$ cat config.mk
export PLATFORM = sky130hd
export DESIGN_NAME = normalise_sequencer
export DESIGN_NICKNAME = d
export VERILOG_FILES = /design/src/rtl/norm_seq_pkg.sv /design/src/rtl/norm_slot_timer.sv /design/src/rtl/normalise_sequencer.sv
export SDC_FILE = /design/constraint.sdc
export NUM_CORES = 1
export LEC_CHECK = 0
export ABC_AREA = 1
export BUFFER_PORTS_ARGS = -buffer_cell sky130_fd_sc_hd__buf_4
export CORE_UTILIZATION = 39
export DETAILED_ROUTE_END_ITERATION = 10
export PLACE_DENSITY = 0.65
export SYNTH_ARGS = -nofsm -noshare
export SYNTH_HDL_FRONTEND = slang
export SYNTH_HIERARCHICAL = 1
export SYNTH_SLANG_ARGS = --single-unit
$ cat constraint.sdc
create_clock -name clk -period 2.15 [get_ports clk]
set_input_delay 0.43 -clock clk [delete_from_list [all_inputs] [get_ports clk]]
set_output_delay 0.43 -clock clk [all_outputs]
set_load 0.02 [all_outputs]
$ cat src/rtl/norm_seq_pkg.sv
// Shared definitions for the normalise sequencer.
// Contents:
//   state_t        frame controller states
//   DEF_*          default frame bounds and address geometry
//   NORM_DIVISOR   divisor applied by the normalising datapath (18-bit sum -> 8-bit pixel)
//   cnt_width()    bits needed for a counter that runs 0..max_val-1
package norm_seq_pkg;

    typedef enum logic [2:0] {
        IDLE,
        RUN,
        GAP,
        DRAIN,
        DONE
    } state_t;

    localparam int DEF_START_ADDR = 770;     // two rows/cols in from the frame edge
    localparam int DEF_END_ADDR   = 523518;  // last pixel address processed (inclusive)
    localparam int DEF_ADDR_STEP  = 2;       // two pixels handled per slot
    localparam int DEF_ADDR_W     = 24;
    localparam int NORM_DIVISOR   = 732;

    function automatic int cnt_width(input int max_val);
        return (max_val < 2) ? 1 : $clog2(max_val);
    endfunction

endpackage

$ cat src/rtl/norm_slot_timer.sv
// Beat / gap counter for one pixel slot.
// Ports:
//   clk, reset   rising-edge clock, asynchronous active-high reset
//   active       controller is in RUN or GAP (counter cleared otherwise)
//   in_gap       1 = counting idle gap cycles, 0 = counting slot beats
//   freeze       hold the counter (downstream stall)
//   first_beat   beat 0 of a slot
//   last_beat    beat BEATS-1 of a slot
//   slot_end     current phase (beats or gap) completes this cycle
module norm_slot_timer
    import norm_seq_pkg::*;
#(
    parameter int BEATS = 4,
    parameter int PAUSE = 1
) (
    input  logic clk,
    input  logic reset,
    input  logic active,
    input  logic in_gap,
    input  logic freeze,
    output logic first_beat,
    output logic last_beat,
    output logic slot_end
);

    localparam int MAXC = (BEATS > PAUSE) ? BEATS : PAUSE;
    localparam int CW   = cnt_width(MAXC);
    localparam logic [CW-1:0] BEAT_LAST = CW'(BEATS - 1);
    // PAUSE=0 never enters the gap phase, so its terminal value is irrelevant.
    localparam logic [CW-1:0] GAP_LAST  = CW'((PAUSE > 0) ? PAUSE - 1 : 0);

    logic [CW-1:0] cnt;
    logic          phase_last;

    assign phase_last = in_gap ? (cnt == GAP_LAST) : (cnt == BEAT_LAST);
    assign first_beat = active && !in_gap && (cnt == '0);
    assign last_beat  = active && !in_gap && (cnt == BEAT_LAST);
    assign slot_end   = active && phase_last && !freeze;

    always_ff @(posedge clk or posedge reset) begin
        if (reset) begin
            cnt <= '0;
        end else if (!active) begin
            cnt <= '0;
        end else if (freeze) begin
            cnt <= cnt;
        end else if (phase_last) begin
            cnt <= '0;
        end else begin
            cnt <= cnt + CW'(1);
        end
    end

endmodule

$ cat src/rtl/normalise_sequencer.sv
// Frame-level controller for the normalising datapath.
// Walks pixel addresses START_ADDR..END_ADDR in ADDR_STEP increments; per slot
// it issues a buffer read (first beat), a normalise strobe (last beat) and,
// PIPE_LAT cycles later, the output-buffer write.
// Ports:
//   clk, reset        rising-edge clock, asynchronous active-high reset
//   start             1-cycle frame request, ignored unless idle
//   stall             freezes slot sequencing in RUN/GAP
//   rd_en, rd_addr    gaussian buffer read strobe / current slot address
//   norm_en           normalise strobe to the datapath
//   wr_en, wr_addr    output buffer write strobe / address (norm_en, rd_addr delayed)
//   busy, done        frame in progress / 1-cycle completion pulse
module normalise_sequencer
    import norm_seq_pkg::*;
#(
    parameter int START_ADDR = DEF_START_ADDR,
    parameter int END_ADDR   = DEF_END_ADDR,
    parameter int ADDR_STEP  = DEF_ADDR_STEP,
    parameter int BEATS      = 4,
    parameter int PAUSE      = 1,
    parameter int PIPE_LAT   = 1,
    parameter int ADDR_W     = DEF_ADDR_W
) (
    input  logic              clk,
    input  logic              reset,
    input  logic              start,
    input  logic              stall,
    output logic              rd_en,
    output logic [ADDR_W-1:0] rd_addr,
    output logic              norm_en,
    output logic              wr_en,
    output logic [ADDR_W-1:0] wr_addr,
    output logic              busy,
    output logic              done
);

    localparam int AW1 = ADDR_W + 1;
    localparam int DW  = cnt_width(PIPE_LAT);
    localparam logic [DW-1:0]     DRAIN_LAST = DW'(PIPE_LAT - 1);
    localparam logic [ADDR_W-1:0] FIRST_ADDR = ADDR_W'(START_ADDR);

    if (START_ADDR > END_ADDR || BEATS < 1 || PIPE_LAT < 1 || ADDR_STEP < 1) begin : g_bad_cfg
        $error("normalise_sequencer: illegal parameter set");
    end

    state_t          state;
    logic [DW-1:0]   drain_cnt;
    logic            in_run;
    logic            in_gap;
    logic            first_beat;
    logic            last_beat;
    logic            slot_end;
    logic [AW1-1:0]  next_addr;
    logic            last_slot;

    assign in_run = (state == RUN);
    assign in_gap = (state == GAP);

    norm_slot_timer #(
        .BEATS (BEATS),
        .PAUSE (PAUSE)
    ) u_timer (
        .clk        (clk),
        .reset      (reset),
        .active     (in_run || in_gap),
        .in_gap     (in_gap),
        .freeze     (stall),
        .first_beat (first_beat),
        .last_beat  (last_beat),
        .slot_end   (slot_end)
    );

    // One extra bit so a step past the top of the address space is seen as
    // "beyond END_ADDR" instead of wrapping back into range.
    assign next_addr = {1'b0, rd_addr} + AW1'(ADDR_STEP);
    assign last_slot = next_addr > AW1'(END_ADDR);

    assign rd_en   = in_run && first_beat && !stall;
    assign norm_en = in_run && last_beat && !stall;
    assign busy    = in_run || in_gap || (state == DRAIN);
    assign done    = (state == DONE);

    always_ff @(posedge clk or posedge reset) begin
        if (reset) begin
            state     <= IDLE;
            rd_addr   <= FIRST_ADDR;
            drain_cnt <= '0;
        end else begin
            case (state)
                IDLE: begin
                    if (start) begin
                        state   <= RUN;
                        rd_addr <= FIRST_ADDR;
                    end
                end
                RUN: begin
                    if (slot_end) begin
                        if (last_slot) begin
                            state     <= DRAIN;
                            drain_cnt <= '0;
                        end else if (PAUSE > 0) begin
                            state <= GAP;
                        end else begin
                            // Back-to-back slots: advance address on RUN->RUN.
                            rd_addr <= next_addr[ADDR_W-1:0];
                        end
                    end
                end
                GAP: begin
                    if (slot_end) begin
                        state   <= RUN;
                        rd_addr <= next_addr[ADDR_W-1:0];
                    end
                end
                DRAIN: begin
                    // Not stall-gated: the final write must still emerge.
                    if (drain_cnt == DRAIN_LAST) begin
                        state <= DONE;
                    end else begin
                        drain_cnt <= drain_cnt + DW'(1);
                    end
                end
                DONE: begin
                    state   <= IDLE;
                    rd_addr <= FIRST_ADDR;
                end
                default: begin
                    state <= IDLE;
                end
            endcase
        end
    end

    // Write-side delay line of {norm_en, rd_addr}; always advances.
    for (genvar gi = 0; gi < PIPE_LAT; gi++) begin : stage
        logic              en_q;
        logic [ADDR_W-1:0] addr_q;
        logic              en_in;
        logic [ADDR_W-1:0] addr_in;

        if (gi == 0) begin : g_head
            assign en_in   = norm_en;
            assign addr_in = rd_addr;
        end else begin : g_tail
            assign en_in   = stage[gi-1].en_q;
            assign addr_in = stage[gi-1].addr_q;
        end

        always_ff @(posedge clk or posedge reset) begin
            if (reset) begin
                en_q   <= 1'b0;
                addr_q <= FIRST_ADDR;
            end else begin
                en_q   <= en_in;
                addr_q <= addr_in;
            end
        end
    end

    assign wr_en   = stage[PIPE_LAT-1].en_q;
    assign wr_addr = stage[PIPE_LAT-1].addr_q;

endmodule

==> reports/qor.json, run 1 <==
{
  "synthesis": {
    "synth.top_cell.area_share": 0.416,
    "syn-cell-area_mm2": 0.00276,
    "ys_seq_area_frac": 0.474,
    "asyncSetResetFlopFracSynth": 1.00,
    "synth_edf_count": 0,
    "synthesis.yosys.warnings": 6,
    "ys_ff_latch": 52,
    "synthCells": 358,
    "yosys_most_used_dff": "dfrtp_1",
    "post_synth.cell_area_avg_um2": 7.72,
    "netlist_top_cells_area": "dfrtp_1 (42%), nand2_1 (14%), inv_1 (6.7%)",
    "post-synth-top-area-cell": "dfrtp_1",
    "netlist_top_cells_count": "nand2_1 (103), inv_1 (49), dfrtp_1 (46)",
    "ys_types": 27,
    "synth_most_common_cell": "nand2_1"
  },
  "die": {
    "vertical_die_dimension_um": 86.2,
    "fp.coreArea_mm2": 0.00683,
    "chipWidth_um": 86.2,
    "floorplan.rows": 30,
    "pin_count": 57,
    "die_ar_mm2": 0.00743,
    "effective_utilization_at_floorplan": 0.405
  },
  "setup_path": {
    "worst_r2r_path_depth": 13,
    "required_ns": 1.72,
    "reg2reg_setup_slack_ns": 0.10,
    "worstPathArrival_ns": 1.68,
    "critical_path.reg2reg.endpoint": "state[0]",
    "worst-setup-path-type": "register to output port",
    "critical_path.reg2reg.startpoint": "rd_addr[1]",
    "timing.critical_path.fanout_max": 4,
    "timing.critical_path.to_type": "output port",
    "worstSetupStartpointType": "register"
  },
  "place": {
    "dp.final_hpwl_um": 4990,
    "placement.cell_area_mm2": 0.00334,
    "finalWeightedCongestion": 0.905,
    "port_buffers": 54,
    "placed_cells": 512
  },
  "drt": {
    "drt-wirelength-per-cell_um": 13.3,
    "drt_wl_total_um": 7280,
    "drt_iter0_markers": 225,
    "drc_errors": 0,
    "via_per_inst": 4.94,
    "ant_nets": 0,
    "vias": 2697,
    "drt_pre_antenna_iters": 5
  },
  "cells_and_area": {
    "final_cells": 546,
    "post-route-cell-area_mm2": 0.00376,
    "fin_nets": 457,
    "n_antenna_cell": 0,
    "final_layout_size_suffix_gt1_frac": 0.331,
    "multi_input_comb_area_mm2": 0.00133,
    "nFillCells": 636,
    "syn_to_final_growth_pct": 36.2,
    "sequential_cell_area_mm2": 0.00131
  },
  "clock_tree": {
    "clk_transition_reported_paths_ns": 0.09,
    "cts.sink_count": 52,
    "cts.path.max_buffers": 2,
    "clk_root_buffer_cell": "clkbuf_8",
    "clock_buffers_created_by_tritoncts": 5,
    "worstSkewPairLatency_ns": 0.30,
    "tritoncts": "done",
    "cts-htree-levels": 2
  },
  "timing": {
    "worst-slew-pin-transition_ns": 0.586,
    "slew_violations": 0,
    "slew_headroom": 0.609,
    "maximum_achievable_frequency_mhz": 474,
    "finClkSkew_ns": 0.00638,
    "hold_ws_ns": 0.417,
    "grt_setup_unrepaired": "yes",
    "min_period_ns": 2.11,
    "setup_viol": 0,
    "finalHoldViolations": 0,
    "period_share": 0.982
  },
  "power": {
    "peakVddDrop_mv": 0.367,
    "power.share.sequential": 0.430,
    "power_per_cell_area_mw_per_mm2": 646,
    "cellLeakagePower_nw": 1.77,
    "clock_network_fraction_of_total_power": 0.273,
    "total_switching_power_w": 0.000746,
    "sw_frac_of_total": 0.307,
    "internal_power_w": 0.00168,
    "share_comb_of_total_power": 0.297
  },
  "grt": {
    "first_global_vias": 2486,
    "grt_util_all_layers": 0.198,
    "largest_net_degree_at_the_start_of_global_routing": 27,
    "first_pass_grt_wire_length_um": 11700,
    "global_route.overflow_total": 0,
    "grt_antenna_before_repair": 0
  },
  "status": {
    "status": "finished clean"
  },
  "hold_path": {
    "holdCritStartpoint": "stall",
    "worstHoldEndpoint": "u_timer/cnt[1]",
    "hold_path_depth": 3,
    "hold_class": "input pin to register"
  },
  "flow_run": {
    "number_of_maximum_capacitance_violations": 0
  }
}
[per-stage QoR]
step	power [W]	utilization	setup WS, ns	setup TNS, ns
6_report	0.00243	0.551	0.0381	0
5_1_grt	0.00255	0.551	-0.0965	-0.276
4_1_cts	0.00229	0.525	0.00511	0
3_5_place_dp	0.00151	0.488	0.000476	0
3_3_place_gp	0.00150	0.488	0.0226	0
2_1_floorplan	0.00135	-	0.0696	0
[cell usage in the layout (no fill, tap or decap), drive strengths merged]
cell / synthesis / final
nand2: 111 / 111
buf: 6 / 89
nor2: 55 / 55
inv: 49 / 49
dfrtp: 46 / 46
nand3: 26 / 26
o21ai: 18 / 18
nand4: 13 / 13
o22ai: 12 / 12
dfstp: 6 / 6
clkbuf: 1 / 6
nor3: 5 / 5
ha: 4 / 4
nand3b: 2 / 2
conb: 1 / 2
a21oi: 1 / 1
and2: 1 / 1
o21bai: 1 / 1
clkinv: 0 / 1
bufinv: 0 / 1
dlygate4sd3: 0 / 1
[worst max-delay path, cell delays in order (launching register included)]
cell and delay [ns]:
dfrtp_1 0.43, nor2_2 0.16, inv_2 0.07, nor2_4 0.10, inv_2 0.05, nand2_2 0.06
inv_1 0.07, nor3_2 0.11, nand2_1 0.08, nor2_2 0.12, buf_6 0.13
[metal layers]
metal  global-route usage  up-vias  wire (um)
met5                    0        -          0
met4               0.0485        0         83
met3               0.0362        9        377
met2                0.325       86       3590
met1                0.273     1286       3230
li1                     -     1316          -
[power by group through the flow]
stage / Sequential, W / Combinational [W] / Clock, W
final: 0.00104 / 0.000722 / 0.000664
after global routing: 0.00105 / 0.000780 / 0.000723
after CTS: 0.00104 / 0.000564 / 0.000684
after detailed placement: 0.00106 / 0.000449 / 0
after global placement: 0.00106 / 0.000447 / 0
after floorplan: 0.00106 / 0.000288 / 0
[kinds of logic after synthesis]
kind of cell	after synthesis	share of synthesized area
adders and majority gates	4	0.0181
DFF	52	0.474
AOI/OAI and AO/OA	32	0.0643
and+or+nand+nor	213	0.360
buffers and inverters	56	0.0828
other	1	0.00136
[worst max path at each step]
stage,from,end,slack [ns]
floorplan,state[2],rd_addr[10],0.07
global placement,rd_addr[1],state[0],0.02
detailed placement,rd_addr[1],state[0],0.0005
CTS,state[0],norm_en,0.005
global route,state[2],norm_en,-0.1
finish,state[2],norm_en,0.04
[flip-flops by register name (all words and copies together) (netlist names)]
register,cells
wr_addr,23
state,3
wr_en,1
rd_addr,23
u_timer/cnt,2
[repair_timing]
item	4_1_cts	5_1_grt
hold buffers	1	0
pin swaps	4	13
buffers inserted	16	8
hold endpoints to repair	2	0
resized for setup	4	35
gates cloned	0	2
setup endpoints to repair	3	27
[cell type report]
cell class	instances	share of cell area
multi-input combinational	251	0.353
sequential	52	0.348
timing repair buffer	90	0.189
inverter	49	0.0489
tap	96	0.0319
clock buffer	6	0.0193
clock inverter	2	0.00931
No activity file was read; power rests on OpenSTA's default activity.
==> run 2, diff against run 1 <==
--- a/config.mk
+++ b/config.mk
@@ -9,7 +9,7 @@
 export BUFFER_PORTS_ARGS = -buffer_cell sky130_fd_sc_hd__buf_4
 export CORE_UTILIZATION = 39
 export DETAILED_ROUTE_END_ITERATION = 10
-export PLACE_DENSITY = 0.65
+export PLACE_DENSITY = 0.62
 export SYNTH_ARGS = -nofsm -noshare
 export SYNTH_HDL_FRONTEND = slang
 export SYNTH_HIERARCHICAL = 1
==> run 2 against run 1 <==
Cell count down 2.7%. Fmax down 0.81%. First-iteration DRC count down 3.1%. Sequential power about the same. Combinational power down 8.0%. Global-route usage about the same. Sequential cell count unchanged. Total power up 0.13%. Largest power group unchanged. Clock-buffer cell count up 1. Die area unchanged. Clock power up 9.5%.
==> reports/qor.json, run 2 (synthesis gave the netlist of run 1 again) <==
{
  "power": {
    "cellLeakagePower_nw": 1.71,
    "peakVddDrop_mv": 0.249,
    "share_comb_of_total_power": 0.273,
    "internal_power_w": 0.00170,
    "power_per_cell_area_mw_per_mm2": 673,
    "sw_frac_of_total": 0.301,
    "overall_power_of_the_completed_layout_w": 0.00243,
    "power.share.sequential": 0.428,
    "clock_network_fraction_of_total_power": 0.299,
    "total_switching_power_w": 0.000733
  },
  "die": {
    "fp.coreArea_mm2": 0.00683,
    "pin_count": 57,
    "floorplan.rows": 30,
    "vertical_die_dimension_um": 86.2,
    "die_ar_mm2": 0.00743,
    "chipWidth_um": 86.2,
    "effective_utilization_at_floorplan": 0.405
  },
  "grt": {
    "grt_antenna_before_repair": 0,
    "first_pass_grt_wire_length_um": 11400,
    "largest_net_degree_at_the_start_of_global_routing": 27,
    "grt_util_all_layers": 0.198,
    "grt.met1_usage": 0.269,
    "global_route.overflow_total": 0,
    "grt.met3_usage": 0.0419,
    "grt_busiest_layer": "met2",
    "first_global_vias": 2393,
    "global_route.usage.met2": 0.311
  },
  "setup_path": {
    "worstPathArrival_ns": 1.70,
    "worst-setup-path-type": "register to output port",
    "worst_r2r_path_depth": 13,
    "critical_path.reg2reg.endpoint": "state[0]",
    "required_ns": 1.72,
    "timing.critical_path.fanout_max": 3,
    "reg2reg_setup_slack_ns": 0.12,
    "cp-startpoint": "state[2]",
    "timing.critical_path.to_type": "output port",
    "critical_path.reg2reg.startpoint": "rd_addr[1]",
    "worstSetupStartpointType": "register"
  },
  "place": {
    "post-place-ws_ns": 0.118,
    "finalWeightedCongestion": 0.881,
    "port_buffers": 54,
    "dp.final_hpwl_um": 5180,
    "placement.cell_area_mm2": 0.00334
  },
  "clock_tree": {
    "cts-htree-levels": 2,
    "clk_transition_reported_paths_ns": 0.09,
    "clock_buffers_created_by_tritoncts": 5,
    "clk_root_buffer_cell": "clkbuf_8",
    "tritoncts": "done",
    "cts.sink_count": 52,
    "cts.path.max_buffers": 2,
    "worstSkewPairLatency_ns": 0.31
  },
  "timing": {
    "worst-slew-pin-transition_ns": 0.563,
    "total_negative_setup_slacks_ns": 0,
    "finalWorstSetupSlack_ns": 0.0210,
    "period_share": 0.990,
    "slew_headroom": 0.624,
    "slew_violations": 0,
    "min_period_ns": 2.13,
    "grt_setup_unrepaired": "yes",
    "finalHoldViolations": 0,
    "finClkSkew_ns": 0.00758,
    "maximum_achievable_frequency_mhz": 470,
    "setup_viol": 0
  },
  "hold_path": {
    "holdCritStartpoint": "rd_addr[1]",
    "worstHoldEndpoint": "wr_addr[1]",
    "hold_path_depth": 0,
    "hold_class": "register to register"
  },
  "drt": {
    "vias": 2599,
    "via_per_inst": 4.89,
    "drt_wl_total_um": 7150,
    "drt_pre_antenna_iters": 4,
    "drt-wirelength-per-cell_um": 13.5,
    "drc_errors": 0,
    "drt_iter0_markers": 218,
    "ant_nets": 0
  },
  "status": {
    "status": "finished clean"
  },
  "cells_and_area": {
    "most_common_library_cell_in_the_layout_ignoring_fill_and_taps": "nand2_1",
    "final_layout_size_suffix_gt1_frac": 0.292,
    "syn_to_final_growth_pct": 30.8,
    "fin_nets": 442,
    "nFillCells": 666,
    "final_cell_mix": "nand2_1 (100), buf_4 (68), dfrtp_1 (46)",
    "post-route-cell-area_mm2": 0.00361,
    "n_antenna_cell": 0
  },
  "flow_run": {
    "number_of_maximum_capacitance_violations": 0
  }
}
-- run 2: cell count changes in the layout (fill, tap and decap cells not counted), sizes merged --
cell and delta:
buf -15, clkbuf +1, clkinv -1
-- run 2: critical path, cell delays in order, from the launching register on --
cell and delay (ns):
dfrtp_1 0.43, nor2_2 0.15, inv_2 0.06, nor2_4 0.11
inv_2 0.05, nand2_2 0.07, inv_2 0.05, nor3_2 0.13
nand2_1 0.08, nor2_1 0.11, buf_4 0.15
-- run 2: power by group through the flow --
| stage | sequential (W) | clock, W | combinational, W |
|---|---|---|---|
| floorplan | 0.00106 | 0 | 0.000288 |
| global placement | 0.00106 | 0 | 0.000449 |
| detailed placement | 0.00106 | 0 | 0.000459 |
| CTS | 0.00104 | 0.000754 | 0.000519 |
| global route | 0.00105 | 0.000780 | 0.000731 |
| finish | 0.00104 | 0.000727 | 0.000664 |
-- run 2: how the worst max path moves through the flow --
stage	end	slack, ns
5_1_grt	rd_en	-0.09
4_1_cts	rd_en	0.02
6_report	rd_en	0.02
2_1_floorplan	rd_addr[10]	0.07
3_5_place_dp	state[0]	0.12
3_3_place_gp	rd_addr[11]	0.13
-- run 2: metrics by stage --
stage,utilization,instances,hold WS (ns)
2_1_floorplan,-,359,0.171
3_3_place_gp,0.488,512,0.305
3_5_place_dp,0.488,512,0.309
4_1_cts,0.515,525,0.304
5_1_grt,0.529,531,0.414
6_report,0.529,531,0.407
-- run 2: layout make-up --
cell class	instances	area [um^2]	area share
Clock buffer	7	96.3	0.0267
Clock inverter	1	30.0	0.00831
Inverter	49	184	0.0509
Multi-Input combinational cell	251	1280	0.354
Sequential cell	52	1310	0.362
Tap cell	96	120	0.0332
Timing Repair Buffer	75	597	0.165
-- run 2: repair_timing --
action                     in CTS  in global routing
hold endpoints to repair        2                  0
pin swaps                       1                  9
gates resized for setup         5                 22
hold buffers                    1                  0
setup endpoints to repair       2                 26
gates cloned                    0                  2
setup buffers                   4                  4
-- run 2: per-layer routing --
metal  share of wire  vias to the layer above
met5               0                        -
met3           0.054                       14
met1            0.44                     1211
li1                -                     1289
met2            0.49                       85
met4           0.019                        0
